<file path="config.mk">
export PLATFORM = sky130hd
export DESIGN_NAME = frogger_game_seq_flat
export DESIGN_NICKNAME = d
export VERILOG_FILES = /design/src/rtl/frogger_game_seq_if.sv /design/src/rtl/frogger_game_seq.sv /design/src/flat_wrapper.sv
export SDC_FILE = /design/constraint.sdc
export NUM_CORES = 1
export LEC_CHECK = 0
export CAP_MARGIN = 15
export CORE_ASPECT_RATIO = 1.2
export CORE_MARGIN = 1.5
export CORE_UTILIZATION = 40
export DETAILED_ROUTE_END_ITERATION = 12
export MAX_ROUTING_LAYER = met4
export SYNTH_ARGS = -nofsm -noshare
export SYNTH_HDL_FRONTEND = slang
export SYNTH_SLANG_ARGS = --single-unit
</file>
<file path="constraint.sdc">
create_clock -name i_Clk -period 5.9 [get_ports i_Clk]
set_input_delay 0.885 -clock i_Clk [delete_from_list [all_inputs] [get_ports i_Clk]]
set_output_delay 0.885 -clock i_Clk [all_outputs]
set_load 0.05 [all_outputs]
</file>
<file path="src/rtl/frogger_game_seq_if.sv">
`default_nettype none
// =============================================================================
// Module      : frogger_game_seq_if
// Description : Event inputs and status outputs of the Frogger phase sequencer.
// Revision    : 1.0 - initial release
// =============================================================================
interface frogger_game_seq_if;
    logic       i_Start;
    logic       i_Collided;
    logic       i_Frog_Home;
    logic       o_Game_Active;
    logic       o_Frog_Reset;
    logic [2:0] o_State;
    logic [1:0] o_Lives;
    logic [3:0] o_Level;
    logic [5:0] o_Timer;

    modport master (
        output i_Start, i_Collided, i_Frog_Home,
        input  o_Game_Active, o_Frog_Reset, o_State, o_Lives, o_Level, o_Timer
    );

    modport slave (
        input  i_Start, i_Collided, i_Frog_Home,
        output o_Game_Active, o_Frog_Reset, o_State, o_Lives, o_Level, o_Timer
    );
endinterface
`default_nettype wire

</file>
<file path="src/rtl/frogger_game_seq.sv">
`default_nettype none
// =============================================================================
// Module      : frogger_game_seq
// Description : Game-phase sequencer (lives, level, round timer, phase FSM).
//               FROGGER_BONUS_LIFE_EN: grant a life on every level-up.
// Revision    : 1.0 - initial release
// =============================================================================
module frogger_game_seq #(
    parameter int CLKS_PER_SEC    = 25000000,
    parameter int START_LIVES     = 3,
    parameter int ROUND_SECONDS   = 30,
    parameter int DEATH_SECONDS   = 1,
    parameter int LEVEL_SECONDS   = 2,
    parameter int HOMES_PER_LEVEL = 5
) (
    input  wire logic          i_Clk,
    input  wire logic          i_Rst_L,
    frogger_game_seq_if.slave  game
);

    localparam int c_PRE_W = (CLKS_PER_SEC > 1) ? $clog2(CLKS_PER_SEC) : 1;
    localparam logic [c_PRE_W-1:0] c_PRE_MAX   = c_PRE_W'(CLKS_PER_SEC - 1);
    localparam logic [1:0]         c_LIVES     = 2'(START_LIVES);
    localparam logic [5:0]         c_ROUND     = 6'(ROUND_SECONDS);
    localparam logic [2:0]         c_HOMES     = 3'(HOMES_PER_LEVEL);
    localparam logic [7:0]         c_DEATH_END = 8'(DEATH_SECONDS - 1);
    localparam logic [7:0]         c_LEVEL_END = 8'(LEVEL_SECONDS - 1);

    typedef enum logic [2:0] {
        ST_IDLE      = 3'd0,
        ST_PLAY      = 3'd1,
        ST_DYING     = 3'd2,
        ST_LEVEL_UP  = 3'd3,
        ST_GAME_OVER = 3'd4
    } state_t;

    state_t               r_state,      w_next_state;
    logic [c_PRE_W-1:0]   r_prescaler,  w_prescaler_next;
    logic [1:0]           r_lives,      w_lives_next;
    logic [3:0]           r_level,      w_level_next;
    logic [5:0]           r_timer,      w_timer_next;
    logic [2:0]           r_homes,      w_homes_next;
    logic [7:0]           r_hold,       w_hold_next;
    logic                 r_frog_reset, w_frog_reset_next;
    logic                 r_start_prev;
    logic                 w_start_edge;
    logic                 w_tick;
    logic                 w_play_entry;

    assign w_start_edge = game.i_Start & ~r_start_prev;
    assign w_tick       = (r_prescaler == c_PRE_MAX);

    always_ff @(posedge i_Clk) begin
        if (!i_Rst_L) begin
            r_state      <= ST_IDLE;
            r_prescaler  <= '0;
            r_lives      <= '0;
            r_level      <= '0;
            r_timer      <= '0;
            r_homes      <= '0;
            r_hold       <= '0;
            r_frog_reset <= 1'b0;
            r_start_prev <= 1'b1;
        end else begin
            r_state      <= w_next_state;
            r_prescaler  <= w_prescaler_next;
            r_lives      <= w_lives_next;
            r_level      <= w_level_next;
            r_timer      <= w_timer_next;
            r_homes      <= w_homes_next;
            r_hold       <= w_hold_next;
            r_frog_reset <= w_frog_reset_next;
            r_start_prev <= game.i_Start;
        end
    end

    always_comb begin
        w_next_state      = r_state;
        w_prescaler_next  = '0;
        w_lives_next      = r_lives;
        w_level_next      = r_level;
        w_timer_next      = r_timer;
        w_homes_next      = r_homes;
        w_hold_next       = r_hold;
        w_frog_reset_next = 1'b0;
        w_play_entry      = 1'b0;

        case (r_state)
            ST_IDLE, ST_GAME_OVER: begin
                if (w_start_edge) begin
                    w_next_state = ST_PLAY;
                    w_lives_next = c_LIVES;
                    w_level_next = 4'd1;
                    w_homes_next = 3'd0;
                    w_play_entry = 1'b1;
                end
            end
            ST_PLAY: begin
                w_prescaler_next = w_tick ? '0 : r_prescaler + 1'b1;
                // Timeout is indistinguishable from a collision.
                if (game.i_Collided || (w_tick && r_timer == 6'd0)) begin
                    w_next_state = ST_DYING;
                    w_lives_next = (r_lives != 2'd0) ? r_lives - 2'd1 : 2'd0;
                end else if (game.i_Frog_Home) begin
                    if (r_homes + 3'd1 == c_HOMES) begin
                        w_next_state = ST_LEVEL_UP;
                        w_homes_next = 3'd0;
                        w_level_next = (r_level == 4'd15) ? 4'd15 : r_level + 4'd1;
`ifdef FROGGER_BONUS_LIFE_EN
                        w_lives_next = (r_lives == 2'd3) ? 2'd3 : r_lives + 2'd1;
`endif
                    end else begin
                        w_homes_next = r_homes + 3'd1;
                        w_play_entry = 1'b1;
                    end
                end else if (w_tick) begin
                    w_timer_next = r_timer - 6'd1;
                end
            end
            ST_DYING: begin
                w_prescaler_next = w_tick ? '0 : r_prescaler + 1'b1;
                if (w_tick) begin
                    if (r_hold == c_DEATH_END) begin
                        if (r_lives == 2'd0) begin
                            w_next_state = ST_GAME_OVER;
                        end else begin
                            w_next_state = ST_PLAY;
                            w_play_entry = 1'b1;
                        end
                    end else begin
                        w_hold_next = r_hold + 8'd1;
                    end
                end
            end
            ST_LEVEL_UP: begin
                w_prescaler_next = w_tick ? '0 : r_prescaler + 1'b1;
                if (w_tick) begin
                    if (r_hold == c_LEVEL_END) begin
                        w_next_state = ST_PLAY;
                        w_play_entry = 1'b1;
                    end else begin
                        w_hold_next = r_hold + 8'd1;
                    end
                end
            end
            default: w_next_state = ST_IDLE;
        endcase

        if (w_play_entry) begin
            w_timer_next      = c_ROUND;
            w_prescaler_next  = '0;
            w_frog_reset_next = 1'b1;
        end
        // Second counting restarts from zero in every new phase.
        if (w_next_state != r_state) begin
            w_prescaler_next = '0;
            w_hold_next      = 8'd0;
        end
    end

    assign game.o_Game_Active = (r_state == ST_PLAY);
    assign game.o_Frog_Reset  = r_frog_reset;
    assign game.o_State       = r_state;
    assign game.o_Lives       = r_lives;
    assign game.o_Level       = r_level;
    assign game.o_Timer       = r_timer;

endmodule
`default_nettype wire
</file>
<file path="src/flat_wrapper.sv">
// flat-port wrapper written by rule: the top's interface ports become plain ports
module frogger_game_seq_flat 
#(
    parameter int CLKS_PER_SEC    = 25000000,
    parameter int START_LIVES     = 3,
    parameter int ROUND_SECONDS   = 30,
    parameter int DEATH_SECONDS   = 1,
    parameter int LEVEL_SECONDS   = 2,
    parameter int HOMES_PER_LEVEL = 5
)
  (i_Clk, i_Rst_L, game_i_Start, game_i_Collided, game_i_Frog_Home, game_o_Game_Active, game_o_Frog_Reset, game_o_State, game_o_Lives, game_o_Level, game_o_Timer);
  frogger_game_seq_if game_i ();
  input  wire logic i_Clk;
  input  wire logic i_Rst_L;
  input wire logic [$bits(game_i.i_Start)-1:0] game_i_Start;
  input wire logic [$bits(game_i.i_Collided)-1:0] game_i_Collided;
  input wire logic [$bits(game_i.i_Frog_Home)-1:0] game_i_Frog_Home;
  output wire logic [$bits(game_i.o_Game_Active)-1:0] game_o_Game_Active;
  output wire logic [$bits(game_i.o_Frog_Reset)-1:0] game_o_Frog_Reset;
  output wire logic [$bits(game_i.o_State)-1:0] game_o_State;
  output wire logic [$bits(game_i.o_Lives)-1:0] game_o_Lives;
  output wire logic [$bits(game_i.o_Level)-1:0] game_o_Level;
  output wire logic [$bits(game_i.o_Timer)-1:0] game_o_Timer;
  assign game_i.i_Start = game_i_Start;
  assign game_i.i_Collided = game_i_Collided;
  assign game_i.i_Frog_Home = game_i_Frog_Home;
  assign game_o_Game_Active = game_i.o_Game_Active;
  assign game_o_Frog_Reset = game_i.o_Frog_Reset;
  assign game_o_State = game_i.o_State;
  assign game_o_Lives = game_i.o_Lives;
  assign game_o_Level = game_i.o_Level;
  assign game_o_Timer = game_i.o_Timer;
  frogger_game_seq #(.CLKS_PER_SEC(CLKS_PER_SEC), .START_LIVES(START_LIVES), .ROUND_SECONDS(ROUND_SECONDS), .DEATH_SECONDS(DEATH_SECONDS), .LEVEL_SECONDS(LEVEL_SECONDS), .HOMES_PER_LEVEL(HOMES_PER_LEVEL)) u_core (.i_Clk(i_Clk), .i_Rst_L(i_Rst_L), .game(game_i));
endmodule
</file>
==> impl_metrics.py, run 1 <==
metrics = {
    "yosys": {
        "synthesis.area_um2": 2975,
        "synth_flop_cell": "sky130_fd_sc_hd__dfxtp_1",
        "synth_cell_types": 61,
        "combinational_family_with_the_most_area_after_synthesis": "simple AND/OR/NAND/NOR gates",
        "ffs_latches_synth": 53,
        "synth.mux.area_fraction_pct": 2.019,
        "synth_area_leaders": "sky130_fd_sc_hd__dfxtp_1, sky130_fd_sc_hd__xnor2_1, sky130_fd_sc_hd__nor2_1",
        "post_synth_edffs": 0,
        "synth_adder_area_share_pct": 3.785,
        "synth_sequential_area_ratio_pct": 35.66,
        "simple_logic_cell_fraction_of_the_synthesized_area_pct": 31.37,
        "netlist.top_cell.by_area": "sky130_fd_sc_hd__dfxtp_1",
        "syn_avg_cell_area_um2": 8.803,
        "postSynthNetCount": 352,
        "yosys.area_share.xor_xnor_pct": 10.01,
        "synth_largest_type_area_fraction_pct": 35.66,
        "synth_warnings": 0,
        "synth-compound-area-share_pct": 12.11,
        "ffs_w_async_s_r_synth_pct": 0,
        "synth_cells": 338,
    },
    "power": {
        "total_switching_power_uw": 182.2,
        "p_leak_nw": 1.013,
        "cellInternalPower_uw": 525.4,
        "power_switching_share_pct": 25.75,
        "power.density_cell_area_nw_per_um2": 212.6,
        "seqPwrFrac_pct": 52.3,
        "report.power.total_uw": 707.6,
        "power.ir.vdd_worst_v": 0.0001025,
        "pwr-share-comb_pct": 10.1,
        "clockPowerShare_pct": 37.6,
    },
    "drt": {
        "drc": 0,
        "vias_per_cell": 5.461,
        "route.antenna.remaining_nets": 0,
        "wire_per_inst_um": 14.46,
        "drt_pass1_iterations": 4,
        "drt-initial-drc-count": 114,
        "dr_vias": 2430,
        "drt-total-wl_um": 6433,
    },
    "global_routing": {
        "grt_antenna_before_repair": 0,
        "grt.overflow.total": 0,
        "grt_pass1_vias": 2409,
        "global_route.usage.total_pct": 17.88,
        "largest_net_degree_at_the_start_of_global_routing": 26,
        "grt_first_pass_wirelength_um": 11160,
    },
    "critical_path": {
        "critical_path_class": "reg2out",
        "worstSetupEndpointType": "output pin",
        "worst_ep_arrival_time_ns": 2.59,
        "path_max_fanout": 13,
        "crit_chain": "or3b_2 > inv_1 > clkdlybuf4s50_1",
        "worst-path-buf-inv": 2,
        "critical_path.top_delay_family": "buffers and inverters",
        "crit_path_max_incr_delay_ns": 0.83,
        "cp_data_required_time_ns": 5.02,
        "slowest_stage": "sky130_fd_sc_hd__clkdlybuf4s50_1",
        "critical_path.startpoint_type": "flip-flop",
    },
    "sta": {
        "period_needed_ns": 3.479,
        "finalMaxSlewViolations": 0,
        "finalSetupViolCount": 0,
        "timing.slew.headroom_pct": 50.85,
        "fin_tns_setup_ns": 0,
        "hold_viol_final": 0,
        "smallest_setup_slack_after_layout_ns": 2.421,
        "worst_slew_pin_slew_ns": 0.7316,
        "timing.clock.skew_ns": 0.009515,
        "min_period_over_period_pct": 58.96,
        "max_freq_mhz": 287.5,
        "grt_setup_unrepaired": "false",
    },
    "clocking": {
        "clock_sinks": 53,
        "cts.htree.levels": 2,
        "postCtsSetupBuffers": 0,
        "max-clock-path-buffers": 2,
        "clk-insertion-delay-late_ns": 0.32,
        "total_cts_buffers": 5,
        "hold_buffer_count_at_cts": 0,
        "ctsRootBufferMaster": "sky130_fd_sc_hd__clkbuf_8",
        "clkSlewWorstSetupHoldPaths_ns": 0.10,
        "cts_tree": "yes",
        "cts.repair.resized": 0,
    },
    "placement": {
        "placement_setup_slack_ns": 2.776,
        "finalWeightedCongestion": 0.8458,
        "io_buffer_count": 21,
        "post-dp-hpwl_um": 4734,
    },
    "floorplanning": {
        "floorplan.io_pins": 22,
        "die-height_um": 97.48,
        "fp.coreArea_um2": 7232,
        "num_rows": 34,
        "floorplan.initialDensity_pct": 41.14,
        "dieArea_um2": 7967,
        "die_width_um": 81.73,
    },
    "run_status": {
        "outcome": "complete, no violations",
    },
    "final_layout": {
        "most_used_cells_in_the_layout_excluding_fill_and_tap_cells": "sky130_fd_sc_hd__dfxtp_1, sky130_fd_sc_hd__nor2_1, sky130_fd_sc_hd__xnor2_1",
        "final.fill_count": 712,
        "fraction_of_layout_instances_using_a_drive_strength_above_1_pct": 7.324,
        "final_common_cell": "sky130_fd_sc_hd__dfxtp_1",
        "count_of_nets_after_finishing": 368,
        "final_util_pct": 46.02,
        "areaGrowthSynthToFinish_pct": 11.86,
        "antenna-diode-count": 0,
    },
    "worst_hold_path": {
        "hold_path_class": "reg2reg",
    },
    "flow_run": {
        "drv.max_cap_violation_count": 0,
    },
}
-- final cells by class --
type | count | area (µm²) | share of cell area (%)
clock buffer | 6 | 82.58 | 2.481
clock inverter | 2 | 37.54 | 1.128
inverter | 16 | 60.06 | 1.805
multi-input combinational | 257 | 1764 | 53.01
sequential | 53 | 1061 | 31.88
tap | 90 | 112.6 | 3.383
timing repair buffer | 21 | 210.2 | 6.316
-- stage by stage --
stage               std cells  hold slack, ns  cell area (µm²)
detailed placement        437          0.4709             3208
global route              445          0.5050             3328
finish                    445          0.4840             3328
global placement          437          0.4620             3208
CTS                       445          0.4890             3328
floorplan                 338          0.4416             2975
-- layer usage --
metal / GRT usage, % / wire length, µm
met3: 2.817 / 211
met1: 21.89 / 2968
met5: - / 0
met2: 29.57 / 3163
met4: 5.606 / 90
-- power by group through the flow --
stage / registers, mW / logic (mW) / clock network (mW)
2_1_floorplan: 0.390 / 0.0394 / 0
3_3_place_gp: 0.379 / 0.0705 / 0
3_5_place_dp: 0.379 / 0.0708 / 0
4_1_cts: 0.370 / 0.0714 / 0.271
5_1_grt: 0.372 / 0.0778 / 0.285
6_report: 0.370 / 0.0712 / 0.266
-- worst paths after layout --
| path | start | end | slack (ns) | depth (start not counted) |
|---|---|---|---|---|
| worst min-delay path | u_core.r_prescaler[0] | u_core.r_prescaler[0] | 0.48 | 1 |
| worst max register to register | u_core.r_prescaler[11] | u_core.r_hold[3] | 3.27 | 5 |
| worst min register to register | u_core.r_prescaler[0] | u_core.r_prescaler[0] | 0.48 | 1 |
| worst max-delay path | u_core.game.o_State[0] | game_o_Game_Active | 2.42 | 3 |
-- kinds of logic (layout without fill, tap and decap cells) --
family	after synthesis	after routing
multiplexers	6	6
AO/OA/AOI/OAI	48	48
flip-flops	53	53
AND/OR/NAND/NOR	160	160
buffers and inverters	28	45
adder cells (fa/ha/maj)	9	9
XOR/XNOR	34	34
-- flip-flops by register name, indices dropped and copies added (netlist names) --
register,count
u_core.game.o_Level,4
u_core.r_homes,3
u_core.r_hold,8
u_core.game.o_Timer,6
u_core.game.o_Lives,2
u_core.game.o_State,3
u_core.game.o_Frog_Reset,1
u_core.r_prescaler,25
u_core.r_start_prev,1
-- cell usage after synthesis (all sizes together), types with 2 or more instances --
master and count:
nand2 24, or4 2, nor2 41, and3 3, or3 4, nor4b 5, a21o 2, mux2i 6
o21ai 7, dfxtp 53, clkbuf 7, nor2b 2, a311oi 2, xor2 8, or4b 4, nand4 8
nor4 15, ha 9, o31ai 2, o22ai 3, a21oi 11, nand4b 2, nor3 17, nand3 19
xnor2 26, o41ai 2, buf 5, nand3b 2, inv 16, nand2b 3, a211o 2, a31oi 7
and4 2
Power figures use the tool's default switching activity.
==> run 2, diff against run 1 <==
==> constraint.sdc (replaced) <==
create_clock -name i_Clk -period 3.55 [get_ports i_Clk]
set_input_delay 0.5325 -clock i_Clk [delete_from_list [all_inputs] [get_ports i_Clk]]
set_output_delay 0.5325 -clock i_Clk [all_outputs]
set_load 0.05 [all_outputs]
==> impl_metrics.py, run 2 (synthesized netlist as in run 1, its figures left out) <==
metrics = {
    "clocking": {
        "clkSlewWorstSetupHoldPaths_ns": 0.10,
        "cts.htree.levels": 2,
        "clk-insertion-delay-late_ns": 0.31,
        "cts_tree": "yes",
        "postCtsSetupBuffers": 0,
        "ctsRootBufferMaster": "sky130_fd_sc_hd__clkbuf_8",
        "total_cts_buffers": 5,
        "hold_buffer_count_at_cts": 0,
        "clock_sinks": 53,
        "cts.repair.resized": 0,
        "max-clock-path-buffers": 2,
    },
    "final_layout": {
        "fraction_of_layout_instances_using_a_drive_strength_above_1_pct": 7.563,
        "count_of_nets_after_finishing": 370,
        "final_common_cell": "sky130_fd_sc_hd__dfxtp_1",
        "largest_register": "u_core.r_prescaler",
        "final.fill_count": 731,
        "stdcell_area_um2": 3306,
        "most_used_cells_in_the_layout_excluding_fill_and_tap_cells": "sky130_fd_sc_hd__dfxtp_1, sky130_fd_sc_hd__nor2_1, sky130_fd_sc_hd__xnor2_1",
        "areaGrowthSynthToFinish_pct": 11.10,
        "final_util_pct": 45.71,
        "antenna-diode-count": 0,
        "largest_register_ff_count": 25,
    },
    "sta": {
        "timing.slew.headroom_pct": 56.79,
        "fin_tns_setup_ns": 0,
        "hold_viol_final": 0,
        "period_needed_ns": 3.115,
        "finalSetupViolCount": 0,
        "timing.clock.skew_ns": 0.007651,
        "grt_setup_unrepaired": "false",
        "min_period_over_period_pct": 87.74,
        "worst_slew_pin_slew_ns": 0.6422,
        "max_freq_mhz": 321.0,
        "finalMaxSlewViolations": 0,
    },
    "global_routing": {
        "grt_antenna_before_repair": 0,
        "grt_first_pass_wirelength_um": 11180,
        "largest_net_degree_at_the_start_of_global_routing": 26,
        "grt_pass1_vias": 2408,
        "grt.overflow.total": 0,
        "global_route.usage.total_pct": 18.09,
    },
    "power": {
        "report.power.total_mw": 1.077,
        "power.ir.vdd_worst_v": 0.0001479,
        "power.density_cell_area_nw_per_um2": 325.7,
        "p_leak_nw": 1.010,
    },
    "floorplanning": {
        "fp.coreArea_um2": 7232,
        "floorplan.initialDensity_pct": 41.14,
        "dieArea_um2": 7967,
        "floorplan.io_pins": 22,
        "die_width_um": 81.73,
        "die-height_um": 97.48,
        "num_rows": 34,
    },
    "run_status": {
        "outcome": "complete, no violations",
    },
    "drt": {
        "drt_pass1_iterations": 4,
        "vias_per_cell": 5.532,
        "dr_vias": 2473,
        "wire_per_inst_um": 14.74,
        "drt-initial-drc-count": 123,
        "drc": 0,
        "drt-total-wl_um": 6588,
        "route.antenna.remaining_nets": 0,
    },
    "placement": {
        "post-dp-hpwl_um": 4775,
        "io_buffer_count": 21,
        "finalWeightedCongestion": 0.8235,
        "cell_area_after_placement_um2": 3223,
    },
    "critical_path": {
        "path_max_fanout": 13,
        "critical_path.startpoint_type": "flip-flop",
        "critical_path_class": "reg2out",
        "crit_chain": "or3b_2 > inv_1 > clkdlybuf4s50_1",
        "worst_r2r_path_depth": 6,
        "worst_ep_arrival_time_ns": 2.58,
        "worstSetupEndpointType": "output pin",
        "slowest_stage": "sky130_fd_sc_hd__clkdlybuf4s50_1",
        "r2r_slack_ns": 1.08,
        "cp_data_required_time_ns": 3.02,
        "crit_path_max_incr_delay_ns": 0.82,
    },
    "worst_hold_path": {
        "hold_depth": 2,
        "hold_path_class": "reg2reg",
    },
    "flow_run": {
        "drv.max_cap_violation_count": 0,
    },
}
-- run 2: changes by cell type in the layout (fill, tap and decap cells not counted) --
cell,before,now
sky130_fd_sc_hd__buf_4,0,2
sky130_fd_sc_hd__clkbuf_8,6,5
sky130_fd_sc_hd__clkinv_2,0,2
sky130_fd_sc_hd__bufinv_16,1,0
sky130_fd_sc_hd__clkbuf_1,0,1
sky130_fd_sc_hd__clkinvlp_4,1,0
-- run 2: per-layer routing --
metal / vias to the layer above / global-route usage (%) / share of wire, %
met5: - / - / 0
met4: 0 / 5.085 / 1.1
met3: 6 / 3.286 / 2.6
met2: 33 / 29.57 / 49
met1: 1179 / 22.46 / 48
li1: 1255 / - / -
-- run 2: final timing paths --
check / start / endpoint
setup / recovery: u_core.game.o_State[0] / game_o_Game_Active
setup reg to reg: u_core.r_prescaler[0] / u_core.r_prescaler[18]
hold reg to reg: u_core.r_homes[1] / u_core.r_homes[1]
hold / removal: u_core.r_homes[1] / u_core.r_homes[1]
-- run 2: where the power goes --
group | total (mW) | leakage (nW) | switching [mW] | internal, mW
Sequential | 0.616 | 0.428 | 0.0141 | 0.602
Clock | 0.342 | 0.0450 | 0.205 | 0.138
Combinational | 0.118 | 0.537 | 0.0769 | 0.0412
Total | 1.08 | 1.01 | 0.296 | 0.781
-- run 2: cell type report --
class | instances | area, µm² | share of cell area, %
clock buffers | 6 | 72.57 | 2.195
clock inverters | 2 | 10.01 | 0.3028
inverters | 16 | 60.06 | 1.817
multi-input cells | 257 | 1764 | 53.37
flip-flops and latches | 53 | 1061 | 32.10
well taps | 90 | 112.6 | 3.407
repair buffers | 23 | 225.2 | 6.813
-- run 2: worst max-delay path, delay by kind of cell (launching register included) --
kind                   cells  cell delay (ns)
DFF                        1             0.62
and+or+nand+nor            1             0.65
buffers and inverters      2             1.00
-- run 2: metrics by stage --
stage	cells	hold WS (ns)	setup WS [ns]
finish	447	0.4826	0.4351
floorplan	338	0.4416	1.211
global route	447	0.5159	0.3019
detailed placement	439	0.4705	0.7971
CTS	447	0.4861	0.4350
global placement	439	0.4590	0.8518
